$ cat config.mk
export PLATFORM = sky130hd
export DESIGN_NAME = dbg_cmd_engine_flat
export DESIGN_NICKNAME = d
export VERILOG_FILES = /design/src/rtl/dbg_cmd_engine_if.sv /design/src/rtl/dbg_cmd_engine.sv /design/src/flat_wrapper.sv
export SDC_FILE = /design/constraint.sdc
export NUM_CORES = 1
export LEC_CHECK = 0
export CORE_MARGIN = 4
export CORE_UTILIZATION = 30
export DETAILED_ROUTE_END_ITERATION = 10
export GPL_TIMING_DRIVEN = 0
export SLEW_MARGIN = 20
export SYNTH_ARGS = -nofsm -noshare
export SYNTH_HDL_FRONTEND = slang
export SYNTH_SLANG_ARGS = --single-unit
$ cat constraint.sdc
create_clock -name clk -period 6.9 [get_ports clk]
set_clock_uncertainty 0.05 [all_clocks]
set_input_delay 1.38 -clock clk [delete_from_list [all_inputs] [get_ports clk]]
set_output_delay 1.38 -clock clk [all_outputs]
set_load 0.01 [all_outputs]
$ cat src/rtl/dbg_cmd_engine_if.sv
// Handshake and bus bundle for the UART debugger command engine.
// The master view belongs to the engine: it consumes received words,
// produces the reply word and drives the memory bus and MCU pause line.
interface dbg_cmd_engine_if;
   logic        rx_ready;
   logic [31:0] rx_word;
   logic        tx_busy;
   logic        tx_start;
   logic [31:0] tx_word;
   logic        mem_rd;
   logic        mem_wr;
   logic [31:0] mem_addr;
   logic [31:0] mem_wdata;
   logic [31:0] mem_rdata;
   logic        mem_ack;
   logic        mcu_pause;

   modport master (
      input  rx_ready, rx_word, tx_busy, mem_rdata, mem_ack,
      output tx_start, tx_word, mem_rd, mem_wr, mem_addr, mem_wdata, mcu_pause
   );

   modport slave (
      output rx_ready, rx_word, tx_busy, mem_rdata, mem_ack,
      input  tx_start, tx_word, mem_rd, mem_wr, mem_addr, mem_wdata, mcu_pause
   );
endinterface

$ cat src/rtl/dbg_cmd_engine.sv
// UART debugger command engine: parses cmd/addr/data frames from the word
// receiver, performs one memory read/write or MCU pause/resume/status, and
// hands exactly one reply word to the word transmitter. A frame whose
// arguments stall past the argument timeout is silently discarded.
module dbg_cmd_engine #(
   parameter int CLK_RATE    = -1,
   parameter int ARG_TIMEOUT = 200,
   parameter int MEM_TIMEOUT = 1024
) (
   input  logic               clk,
   input  logic               rst,
   dbg_cmd_engine_if.master   bus
);
   // A non-positive clock rate is an unconfigured instance; keep the timer legal.
   localparam int ARG_LIMIT = (CLK_RATE > 0) ? (CLK_RATE * ARG_TIMEOUT * 1000) : 1;
   localparam int ARG_W     = $clog2(ARG_LIMIT + 1);
   localparam int MEM_W     = $clog2(MEM_TIMEOUT + 1);

   localparam logic [ARG_W-1:0] ARG_LAST = ARG_W'(ARG_LIMIT - 1);
   localparam logic [ARG_W-1:0] ARG_MAX  = ARG_W'(ARG_LIMIT);
   localparam logic [ARG_W-1:0] ARG_ONE  = ARG_W'(1);
   localparam logic [MEM_W-1:0] MEM_LAST = MEM_W'(MEM_TIMEOUT - 1);
   localparam logic [MEM_W-1:0] MEM_MAX  = MEM_W'(MEM_TIMEOUT);
   localparam logic [MEM_W-1:0] MEM_ONE  = MEM_W'(1);

   localparam logic [2:0] ST_IDLE     = 3'd0;
   localparam logic [2:0] ST_GET_ADDR = 3'd1;
   localparam logic [2:0] ST_GET_DATA = 3'd2;
   localparam logic [2:0] ST_MEM_RD   = 3'd3;
   localparam logic [2:0] ST_MEM_WR   = 3'd4;
   localparam logic [2:0] ST_SEND     = 3'd5;
   localparam logic [2:0] ST_WAIT_TX  = 3'd6;

   localparam logic [7:0] OP_RD     = 8'h01;
   localparam logic [7:0] OP_WR     = 8'h02;
   localparam logic [7:0] OP_PAUSE  = 8'h03;
   localparam logic [7:0] OP_RESUME = 8'h04;
   localparam logic [7:0] OP_STATUS = 8'h05;

   localparam logic [31:0] RPL_OK     = 32'h0000_00AA;
   localparam logic [31:0] RPL_BAD_OP = 32'hFFFF_FFFE;
   localparam logic [31:0] RPL_MEM_TO = 32'hFFFF_FFFD;

   logic [2:0]       state_r;
   logic             is_wr_r;
   logic             seen_busy_r;
   logic [ARG_W-1:0] arg_tmr_r;
   logic [MEM_W-1:0] mem_tmr_r;
   logic [31:0]      reply_r;
   logic             tx_start_r;
   logic [31:0]      tx_word_r;
   logic             mem_rd_r;
   logic             mem_wr_r;
   logic [31:0]      mem_addr_r;
   logic [31:0]      mem_wdata_r;
   logic             mcu_pause_r;

   assign bus.tx_start  = tx_start_r;
   assign bus.tx_word   = tx_word_r;
   assign bus.mem_rd    = mem_rd_r;
   assign bus.mem_wr    = mem_wr_r;
   assign bus.mem_addr  = mem_addr_r;
   assign bus.mem_wdata = mem_wdata_r;
   assign bus.mcu_pause = mcu_pause_r;

   // Frame sequencer: decode, argument collection, bus access and reply handoff.
   always_ff @(posedge clk or posedge rst) begin
      if (rst) begin
         state_r     <= ST_IDLE;
         is_wr_r     <= 1'b0;
         seen_busy_r <= 1'b0;
         arg_tmr_r   <= '0;
         mem_tmr_r   <= '0;
         reply_r     <= 32'h0000_0000;
         tx_start_r  <= 1'b0;
         tx_word_r   <= 32'h0000_0000;
         mem_rd_r    <= 1'b0;
         mem_wr_r    <= 1'b0;
         mem_addr_r  <= 32'h0000_0000;
         mem_wdata_r <= 32'h0000_0000;
         mcu_pause_r <= 1'b0;
      end else begin
         tx_start_r <= 1'b0;
         case (state_r)
            ST_IDLE: begin
               arg_tmr_r   <= '0;
               mem_tmr_r   <= '0;
               seen_busy_r <= 1'b0;
               if (bus.rx_ready) begin
                  case (bus.rx_word[31:24])
                     OP_RD: begin
                        is_wr_r <= 1'b0;
                        state_r <= ST_GET_ADDR;
                     end
                     OP_WR: begin
                        is_wr_r <= 1'b1;
                        state_r <= ST_GET_ADDR;
                     end
                     OP_PAUSE: begin
                        mcu_pause_r <= 1'b1;
                        reply_r     <= RPL_OK;
                        state_r     <= ST_SEND;
                     end
                     OP_RESUME: begin
                        mcu_pause_r <= 1'b0;
                        reply_r     <= RPL_OK;
                        state_r     <= ST_SEND;
                     end
                     OP_STATUS: begin
                        reply_r <= {31'd0, mcu_pause_r};
                        state_r <= ST_SEND;
                     end
                     default: begin
                        reply_r <= RPL_BAD_OP;
                        state_r <= ST_SEND;
                     end
                  endcase
               end
            end
            ST_GET_ADDR: begin
               if (bus.rx_ready) begin
                  mem_addr_r <= bus.rx_word;
                  arg_tmr_r  <= '0;
                  mem_tmr_r  <= '0;
                  if (is_wr_r) begin
                     state_r <= ST_GET_DATA;
                  end else begin
                     mem_rd_r <= 1'b1;
                     state_r  <= ST_MEM_RD;
                  end
               end else if (arg_tmr_r >= ARG_LAST) begin
                  state_r <= ST_IDLE;
               end else if (arg_tmr_r != ARG_MAX) begin
                  arg_tmr_r <= arg_tmr_r + ARG_ONE;
               end
            end
            ST_GET_DATA: begin
               if (bus.rx_ready) begin
                  mem_wdata_r <= bus.rx_word;
                  arg_tmr_r   <= '0;
                  mem_tmr_r   <= '0;
                  mem_wr_r    <= 1'b1;
                  state_r     <= ST_MEM_WR;
               end else if (arg_tmr_r >= ARG_LAST) begin
                  state_r <= ST_IDLE;
               end else if (arg_tmr_r != ARG_MAX) begin
                  arg_tmr_r <= arg_tmr_r + ARG_ONE;
               end
            end
            ST_MEM_RD, ST_MEM_WR: begin
               if (bus.mem_ack) begin
                  mem_rd_r <= 1'b0;
                  mem_wr_r <= 1'b0;
                  reply_r  <= (state_r == ST_MEM_RD) ? bus.mem_rdata : RPL_OK;
                  state_r  <= ST_SEND;
               end else if (mem_tmr_r >= MEM_LAST) begin
                  mem_rd_r <= 1'b0;
                  mem_wr_r <= 1'b0;
                  reply_r  <= RPL_MEM_TO;
                  state_r  <= ST_SEND;
               end else if (mem_tmr_r != MEM_MAX) begin
                  mem_tmr_r <= mem_tmr_r + MEM_ONE;
               end
            end
            ST_SEND: begin
               if (!bus.tx_busy) begin
                  tx_start_r  <= 1'b1;
                  tx_word_r   <= reply_r;
                  seen_busy_r <= 1'b0;
                  state_r     <= ST_WAIT_TX;
               end
            end
            ST_WAIT_TX: begin
               if (!seen_busy_r) begin
                  seen_busy_r <= bus.tx_busy;
               end else if (!bus.tx_busy) begin
                  state_r <= ST_IDLE;
               end
            end
            default: begin
               mem_rd_r <= 1'b0;
               mem_wr_r <= 1'b0;
               state_r  <= ST_IDLE;
            end
         endcase
      end
   end
endmodule

$ cat src/flat_wrapper.sv
// flat-port wrapper written by rule: the top's interface ports become plain ports
module dbg_cmd_engine_flat 
#(
   parameter int CLK_RATE    = -1,
   parameter int ARG_TIMEOUT = 200,
   parameter int MEM_TIMEOUT = 1024
)
  (clk, rst, bus_rx_ready, bus_rx_word, bus_tx_busy, bus_mem_rdata, bus_mem_ack, bus_tx_start, bus_tx_word, bus_mem_rd, bus_mem_wr, bus_mem_addr, bus_mem_wdata, bus_mcu_pause);
  dbg_cmd_engine_if bus_i ();
  input  logic clk;
  input  logic rst;
  input wire logic [$bits(bus_i.rx_ready)-1:0] bus_rx_ready;
  input wire logic [$bits(bus_i.rx_word)-1:0] bus_rx_word;
  input wire logic [$bits(bus_i.tx_busy)-1:0] bus_tx_busy;
  input wire logic [$bits(bus_i.mem_rdata)-1:0] bus_mem_rdata;
  input wire logic [$bits(bus_i.mem_ack)-1:0] bus_mem_ack;
  output wire logic [$bits(bus_i.tx_start)-1:0] bus_tx_start;
  output wire logic [$bits(bus_i.tx_word)-1:0] bus_tx_word;
  output wire logic [$bits(bus_i.mem_rd)-1:0] bus_mem_rd;
  output wire logic [$bits(bus_i.mem_wr)-1:0] bus_mem_wr;
  output wire logic [$bits(bus_i.mem_addr)-1:0] bus_mem_addr;
  output wire logic [$bits(bus_i.mem_wdata)-1:0] bus_mem_wdata;
  output wire logic [$bits(bus_i.mcu_pause)-1:0] bus_mcu_pause;
  assign bus_i.rx_ready = bus_rx_ready;
  assign bus_i.rx_word = bus_rx_word;
  assign bus_i.tx_busy = bus_tx_busy;
  assign bus_i.mem_rdata = bus_mem_rdata;
  assign bus_i.mem_ack = bus_mem_ack;
  assign bus_tx_start = bus_i.tx_start;
  assign bus_tx_word = bus_i.tx_word;
  assign bus_mem_rd = bus_i.mem_rd;
  assign bus_mem_wr = bus_i.mem_wr;
  assign bus_mem_addr = bus_i.mem_addr;
  assign bus_mem_wdata = bus_i.mem_wdata;
  assign bus_mcu_pause = bus_i.mcu_pause;
  dbg_cmd_engine #(.CLK_RATE(CLK_RATE), .ARG_TIMEOUT(ARG_TIMEOUT), .MEM_TIMEOUT(MEM_TIMEOUT)) u_core (.clk(clk), .rst(rst), .bus(bus_i));
endmodule
**Word-level counts from Yosys, hierarchy flattened**

Cells that the tools add are included.

- Output and inout bits: 100
- Register bits: 149

- Bitwise logic cells: 3
- Reductions and logical operators: 25
- Muxes and demuxes: 41
- Equality and inequality tests: 26
- $add $sub $neg: 2
- Magnitude comparators: 2

Operators with widths:

| cell | count |
|---|---|
| 2-to-1 mux 32 bit | 4 |
| case mux 32 bit (3 select lines) | 1 |
| case mux 32 bit (2 select lines) | 1 |
| 2-to-1 mux 11 bit | 4 |
| case mux 11 bit (3 select lines) | 1 |
| 2-to-1 mux 3 bit | 10 |
| inequality test 2 bit, second input constant | 9 |
| case mux 3 bit (6 select lines) | 1 |
| equality test 8 x 2 -> 1 bit, second input constant | 2 |
| equality test 8 x 3 -> 1 bit, second input constant | 2 |
| 2-to-1 mux 1 bit | 13 |
| adder 11 x 1 -> 11 bit, second input constant | 1 |
| greater-or-equal comparator 11 x 10 -> 1 bit, second input constant | 1 |
| inequality test 11 bit, second input constant | 1 |
| AND reduction 2 bit | 5 |
| AND reduction 5 bit | 2 |
| equality test 3 bit, second input constant | 3 |
| case mux 1 bit (3 select lines) | 3 |
| AND reduction 3 bit | 3 |
| equality test 8 x 1 -> 1 bit, second input constant | 1 |
| AND reduction 4 bit | 2 |
| nonzero test 2 bit | 4 |
| OR reduction 2 bit | 4 |
| OR reduction 4 bit | 2 |
| other kinds (11) | 19 |

**Longest topological paths before layout**

Gate-level depths: netlist of the first run.

- Depth after elaboration: 5
- Gate-level depth with buffers: 9
- Depth with buffers taken out: 6

**Worst setup path after synthesis of the first run**

Ideal clock, no wire load.

- Path kind: input port to flip-flop
- Start point: in bus_rx_word[28]
- End point: reg u_core.reply_r[10]
- Stages on the path: 6
- Path buffers: 2
- Data arrival time: 2.836 ns
- Slack: 3.937 ns
- Path through: or4_4 o41ai_2 a2bb2oi_2 buf_4 buf_6 a21oi_1

- Longest elaborated chain between the ends: 5
- Elaborated cells between the ends (all ways): 12
- Classes of those cells: eq/ne: 6; mux: 3; reduce/logical: 3

Ends and longest elaborated chain:

| item | RTL line | source |
|---|---|---|
| from (decl) | flat_wrapper.sv:13 | `input wire logic [$bits(bus_i.rx_word)-1:0] bus_rx_word;` |
| equality test 8 x 2 -> 1 bit, or another cell as far along | dbg_cmd_engine.sv:90 | `case (bus.rx_word[31:24])` |
| OR reduction 2 bit (no line) | - |  |
| case mux 32 bit (3 select lines) | dbg_cmd_engine.sv:90 |  |
| 2-to-1 mux 32 bit | dbg_cmd_engine.sv:89 | `if (bus.rx_ready) begin` |
| case mux 32 bit (2 select lines) | dbg_cmd_engine.sv:84 | `case (state_r)` |
| to (signal assigned) | dbg_cmd_engine.sv:110 | `reply_r <= {31'd0, mcu_pause_r};` |
| to (signal assigned) | dbg_cmd_engine.sv:154 | `reply_r <= (state_r == ST_MEM_RD) ? bus.mem_rdata : RPL_OK;` |
| to (decl) | dbg_cmd_engine.sv:49 | `logic [31:0] reply_r;` |

Parallel ways exist; a longest one is shown, timed or not. The select of a mux whose other input is x is not followed.
A chain may end at the register's enable or synchronous reset.

**Final worst setup path of the first run**

- Start point: in bus_rx_word[28]
- End point: reg u_core.reply_r[29]

The elaborated chain is that of the path after synthesis.

==> key figures, run 1 <==
Synth
  • Yosys reg bits: 148
  • Syn Nets: just under 600
  • Mapped cell area: about 6300 µm²
  • Post-synth top flop: dfrtp_1
  • Leading area contributor after synthesis: dfrtp_1
  • Asr flop ratio synth: 100.0%
  • Post-synthesis sequential area ratio: 59.02%
  • Post-synth EDFFs: 0
  • Syn. warnings: 0
  • Post-synth top area share: 59.02%
  • Synth top area cells: dfrtp_1 (59%), mux2_2 (17%), a21oi_1 (3.4%)
  • Synth unique cells: 47
  • Synth Instances: 506
  • Mean instance size in the synthesized netlist: 12.40 µm²

Power
  • Worst vdd ir: 0.2386 mV
  • PD cells: 462.8 nW/µm²
  • Pleak: approximately 3.5 nW
  • Total power: approximately 4.1 mW

Critical path
  • WP data arrival: between 3 and 4 ns
  • Reg2reg start: u_core.mem_tmr_r[0]
  • Slowest cell on the critical path: or4_4
  • Peak fanout along the critical path: 10
  • Setup crit end kind: register
  • Worst Setup EP: u_core.reply_r[29]
  • FF-to-FF End: u_core.reply_r[21]
  • CP Launch Point: bus_rx_word[28]
  • Critical path class: in -> reg
  • CP required: 7.14 ns
  • Reg2reg path depth: 6
  • Worst path cell trace: clkdlybuf4s50_1 -> or4_4 -> o41ai_2 -> a2bb2oi_2 -> clkbuf_1 -> nor2_1 -> a21oi_1
  • CP max stage delay: just over 0.6 ns
  • R2r setup slk: around 4.5 ns
  • Crit start category: input port

Clock network
  • CTS tree: yes
  • Bufs on Longest Clock Path: 2
  • Inserted Clock Buffers: 17
  • Htree depth: 4
  • CTS Sinks: between 100 and 150
  • Clock insertion delay at the later pin of the skew report: 0.41 ns
  • Setup Fix Bufs, Post-CTS: 0
  • Root Driver: clkbuf_16
  • CTS Hold Bufs: 0
  • # resized after CTS: 0
  • Clk slew on worst S/H paths: ~0.060 ns

Floorplanning
  • Initial core utilization: 30.71%
  • DIE AREA: 23,290 µm²
  • FP Rows: 52
  • Die height: ~150 µm
  • Core box area: approximately 20,000 µm²
  • Boundary Pins: 169
  • DIE WIDTH: roughly 150 µm

Placement
  • Placed cells: 944
  • Final HPWL DP: 12,150 µm
  • Input/output buffers: 167
  • DP Area: a little over 8000 µm²
  • DP Worst Slack: slightly above 3 ns
  • RD Place Congestion: between 0.8 and 0.9

Cells and area
  • Share of layout cells above drive strength 1: 23.40%
  • Antenna diode count: 0
  • # fillers: 1,935
  • Fin area: 8942 µm²
  • Final Non-Filler Cells: 975
  • Final nets: 764
  • Area grow syn2layout: 42.51%

Min path
  • Worst hold path type: reg -> reg

Drt
  • Antenna-violating nets left: 0
  • Drc violations: 0
  • Detailed-route via count: 4,633
  • Initial DRC Count: ~250
  • Via/cell ratio: around 4.8
  • Routed wire length: between 15,000 and 20,000 µm
  • Pre-Repair DR Iteration Count: 4
  • Routed len/inst: 17.09 µm

Global route
  • Largest net degree at the start of global routing: 95
  • First-pass GRT wire length: 27,080 µm
  • Tot GR Track Use: between 10% and 20%
  • GRT overflow: 0
  • Initial antenna violation count: 0
  • Vias in the first global route: 5,092

STA
  • Final worst slack: 3.529 ns
  • Pins Over Slew Limit: 0
  • Worst-Margin Slew: 0.8282 ns
  • Period utilization: 48.86%
  • Max_slew headroom: 44.06%
  • Final hold vios: 0
  • Hold WS: between 0.4 and 0.5 ns
  • RSZ-0062 raised after global routing: no
  • Fin crit period: roughly 3.4 ns
  • Max Fclk: 296.6 MHz
  • Final setup violation count: 0

Job
  • Max-cap viol count: 0

Run status
  • Status: complete, no violations
-- per-stage QoR --
step,util [%],setup TNS (ns)
floorplan,-,0
global placement,40.55,-64.65
detailed placement,40.72,0
CTS,43.77,0
global route,43.77,0
finish,43.77,0
-- final cells by class --
type	count	area, µm²	share of cell area, %
plain buffers	28	160.2	1.791
clock buffers	18	439.2	4.911
clock inverters	13	183.9	2.057
inverters	8	37.54	0.4198
multi-input cells	322	2381	26.63
flip-flops and latches	148	3704	41.42
well taps	270	337.8	3.778
repair buffers	168	1699	19.00
-- cells in the mapped netlist, types with 2 or more instances --
| cell | number |
|---|---|
| a211oi_1 | 2 |
| a21oi_1 | 43 |
| a21oi_2 | 20 |
| a22o_1 | 2 |
| a31oi_1 | 6 |
| and3_1 | 2 |
| and3b_1 | 2 |
| buf_1 | 2 |
| buf_2 | 2 |
| buf_4 | 2 |
| buf_6 | 6 |
| clkbuf_1 | 16 |
| dfrtp_1 | 148 |
| ha_1 | 2 |
| inv_1 | 8 |
| mux2_2 | 96 |
| nand2_1 | 15 |
| nand2b_1 | 9 |
| nand3_1 | 4 |
| nand4_1 | 2 |
| nor2_1 | 51 |
| nor2b_1 | 5 |
| nor3b_1 | 4 |
| nor4_1 | 4 |
| o21a_1 | 2 |
| o21ai_0 | 25 |
| o31ai_1 | 5 |
| or2_2 | 2 |
-- power by group --
group,internal [mW],total (mW),switching (mW)
clock network,0.613,0.972,0.359
registers,1.25,1.45,0.206
logic,0.934,1.71,0.779
total,2.79,4.14,1.34
-- critical path: cells and delay by family --
family / cells / cell delay (ns)
and+or+nand+nor: 2 / 0.76
buffers and inverters: 2 / 0.77
AOI/OAI and AO/OA: 3 / 0.70
-- routing by layer --
| layer | part of all wire [%] | GRT usage (%) | wire length [µm] | vias up |
|---|---|---|---|---|
| met5 | 0 | 0 | 0 | - |
| met4 | 1.7 | 4.073 | 282 | 0 |
| met3 | 9.9 | 7.498 | 1647 | 19 |
| met2 | 47 | 22.85 | 7801 | 155 |
| met1 | 42 | 17.47 | 6935 | 2289 |
| li1 | - | - | - | 2170 |
-- kinds of logic after synthesis --
group,share of synthesized area (%)
AND/OR/NAND/NOR,8.195
adder cells (fa/ha/maj),0.5583
buffers and inverters,3.031
multiplexers,17.23
flip-flops,59.02
AO/OA/AOI/OAI,11.82
XOR/XNOR,0.1396
-- registers in the layout (all words and copies together) (netlist names) --
register	cells
u_core.reply_r	32
u_core.bus.mem_wr	1
u_core.state_r	3
u_core.bus.mcu_pause	1
u_core.bus.mem_rd	1
u_core.seen_busy_r	1
u_core.bus.mem_addr	32
u_core.bus.tx_word	32
u_core.bus.mem_wdata	32
u_core.bus.tx_start	1
u_core.mem_tmr_r	11
u_core.is_wr_r	1
-- cells in the final DEF (no fill, tap or decap), types with 6 or more instances in the layout --
master             n
a21oi_2           20
nor2_1            51
nand2_1           15
clkbuf_1          16
o21ai_0           25
a21oi_1           43
mux2_2            96
dfrtp_1          148
a31oi_1            6
clkdlybuf4s50_1  167
buf_6              6
nand2b_1           9
clkbuf_16         17
inv_1              7
-- how the worst min path moves through the flow --
| stage | startpoint | cells past startpoint | slack [ns] | endpoint |
|---|---|---|---|---|
| floorplan | u_core.seen_busy_r | 2 | 0.39 | u_core.seen_busy_r |
| global placement | u_core.seen_busy_r | 2 | 0.42 | u_core.seen_busy_r |
| detailed placement | u_core.seen_busy_r | 2 | 0.42 | u_core.seen_busy_r |
| CTS | u_core.seen_busy_r | 2 | 0.44 | u_core.seen_busy_r |
| global route | u_core.bus.mem_wdata[6] | 1 | 0.47 | u_core.bus.mem_wdata[6] |
| finish | u_core.seen_busy_r | 2 | 0.44 | u_core.seen_busy_r |
Power figures use the tool's default switching activity.
==> run 2: changes to the inputs <==
clock period = 3 ns   (was 6.9 ns; I/O delays follow)
==> key figures, run 2 (synthesis results as in run 1) <==
Cells and area
  • Multi-input logic area: 2381 µm² (unchanged)
  • Most common cell after layout, fill and taps aside: clkdlybuf4s50_1
  • Area grow syn2layout: 43.81%
  • Sequential cell area: 3704 µm² (unchanged)
  • Share of layout cells above drive strength 1: 23.80% (+0.40 points)
  • Fin area: 9024 µm² (+0.91%)
  • Most frequent cells in the layout: clkdlybuf4s50_1 (167), dfrtp_1 (148), mux2_2 (96)
  • Antenna diode count: 0 (unchanged)
  • # fillers: 1,940 (+0.26%)
  • Final nets: 768 (+0.52%)

STA
  • Pins Over Slew Limit: 0 (unchanged)
  • Worst-Margin Slew: 0.7958 ns (-0.03240 ns)
  • Final setup violation count: 0 (unchanged)
  • Hold WS: 0.4312 ns (-0.007345 ns)
  • Fin crit period: 2.571 ns
  • Max Fclk: between 300 and 400 MHz
  • Period utilization: 85.71%
  • RSZ-0062 raised after global routing: no
  • Max_slew headroom: 46.25% (+2.2 points)
  • Final hold vios: 0 (unchanged)

Critical path
  • Slowest cell on the critical path: or4_4
  • CP required: 3.23 ns (-3.91 ns)
  • R2r setup slk: 0.57 ns (-3.89 ns)
  • Peak fanout along the critical path: 10 (unchanged)
  • FF-to-FF End: u_core.reply_r[4]
  • Worst path cell trace: clkdlybuf4s50_1 -> or4_4 -> o41ai_2 -> a2bb2oi_2 -> clkbuf_1 -> nor2_1 -> a21oi_1
  • Reg2reg start: u_core.state_r[0]
  • Reg2reg path depth: 7 (+1)
  • Critical path class: in -> reg
  • WP data arrival: 2.80 ns (-0.81 ns)
  • Setup crit end kind: register
  • CP max stage delay: 0.60 ns (about the same)
  • Crit start category: input port

Clock network
  • Clock insertion delay at the later pin of the skew report: 0.42 ns (about the same)
  • CTS Hold Bufs: 0 (unchanged)
  • Htree depth: 4 (unchanged)
  • Bufs on Longest Clock Path: 2 (unchanged)
  • Setup Fix Bufs, Post-CTS: 0 (unchanged)
  • CTS tree: yes
  • # resized after CTS: 0 (unchanged)
  • CTS Sinks: 148 (unchanged)
  • Inserted Clock Buffers: 17 (unchanged)
  • Clk slew on worst S/H paths: 0.07 ns (about the same)
  • Root Driver: clkbuf_16

Floorplanning
  • DIE WIDTH: 152.6 µm (unchanged)
  • FP Rows: 52 (unchanged)
  • Boundary Pins: 169 (unchanged)
  • Initial core utilization: 30.71% (unchanged)
  • DIE AREA: 23,290 µm² (unchanged)
  • Die height: 152.6 µm (unchanged)
  • Core box area: 20,430 µm² (unchanged)

Drt
  • Routed len/inst: 17.38 µm (+1.7%)
  • Pre-Repair DR Iteration Count: 4 (unchanged)
  • Antenna-violating nets left: 0 (unchanged)
  • Initial DRC Count: 225 (-9.6%)
  • Via/cell ratio: 4.808 (+1.2%)
  • Detailed-route via count: 4,712 (+1.7%)
  • Drc violations: 0 (unchanged)
  • Routed wire length: 17,030 µm (+2.2%)

Placement
  • RD Place Congestion: 0.7976 (-2.3%)
  • Input/output buffers: 167 (unchanged)
  • Final HPWL DP: 12,550 µm (+3.3%)
  • DP Area: 8396 µm² (+0.92%)

Global route
  • Vias in the first global route: 5,204 (+2.2%)
  • Largest net degree at the start of global routing: 35 (-63%)
  • Initial antenna violation count: 1 (+1)
  • First-pass GRT wire length: 27,780 µm (+2.6%)
  • GRT overflow: 0 (unchanged)
  • Tot GR Track Use: 14.80% (+0.31 points)

Power
  • Pleak: 3.503 nW (+0.63%)
  • Worst vdd ir: 0.7232 mV (+200%)
  • PD cells: 1061 nW/µm² (+130%)

Min path
  • Worst hold path type: reg -> reg
  • Hold Path End: u_core.seen_busy_r
  • Min-Delay Startpoint: u_core.seen_busy_r
  • Hold Path Stages: 2 (unchanged)

Run status
  • Status: complete, no violations

Job
  • Max-cap viol count: 0 (unchanged)
==> run 2: how the worst max path moves through the flow <==
| stage | cells past startpoint | from | end | slack (ns) |
|---|---|---|---|---|
| after global routing | 7 | u_core.mem_tmr_r[0] | u_core.reply_r[1] | 0.24 |
| after global placement | 2 | rst | u_core.bus.mem_addr[20] | -0.75 |
| after CTS | 7 | bus_rx_word[28] | u_core.reply_r[29] | 0.38 |
| after floorplan | 1 | rst | u_core.bus.mcu_pause | 0.49 |
| after detailed placement | 7 | bus_rx_word[28] | u_core.reply_r[29] | -0.03 |
| final | 7 | bus_rx_word[28] | u_core.reply_r[1] | 0.43 |
==> run 2: area by class of cell <==
class	instances	area share, %
buffer	28	1.775
clock buffer	18	4.756
clock inverter	14	2.205
inverter	8	0.3744
multi-input combinational	322	26.39
sequential	148	41.04
tap	270	3.744
timing repair buffer	172	19.72
==> run 2: per-stage QoR <==
step | worst slack [ns] | power [mW] | setup TNS (ns) | util, % | cells
after floorplan | 0.4890 | 5.374 | 0 | - | 506
after global placement | -0.7459 | 7.228 | -108.97 | 40.57 | 943
after detailed placement | -0.03322 | 7.368 | -0.2595 | 41.10 | 948
after CTS | 0.3814 | 9.706 | 0 | 44.17 | 980
after global routing | 0.2397 | 10.20 | 0 | 44.17 | 980
final | 0.4286 | 9.571 | 0 | 44.17 | 980
==> run 2: power breakdown <==
| part | switching [mW] | total, mW | internal (mW) |
|---|---|---|---|
| Combinational | 1.80 | 3.96 | 2.16 |
| Sequential | 0.475 | 3.34 | 2.87 |
| Clock | 0.867 | 2.27 | 1.41 |
| Total | 3.14 | 9.57 | 6.43 |
==> run 2: critical path: cells and delay by family <==
kind            cells  cell delay, ns
compound gates      3            0.67
buf+inv             2            0.75
simple gates        2            0.77
==> run 2: per-layer routing <==
metal,wire length [µm],track usage (%),up-vias
met2,7892,23.52,160
li1,-,-,2193
met5,13,0,-
met4,148,3.606,2
met1,7073,17.93,2344
met3,1900,7.640,13
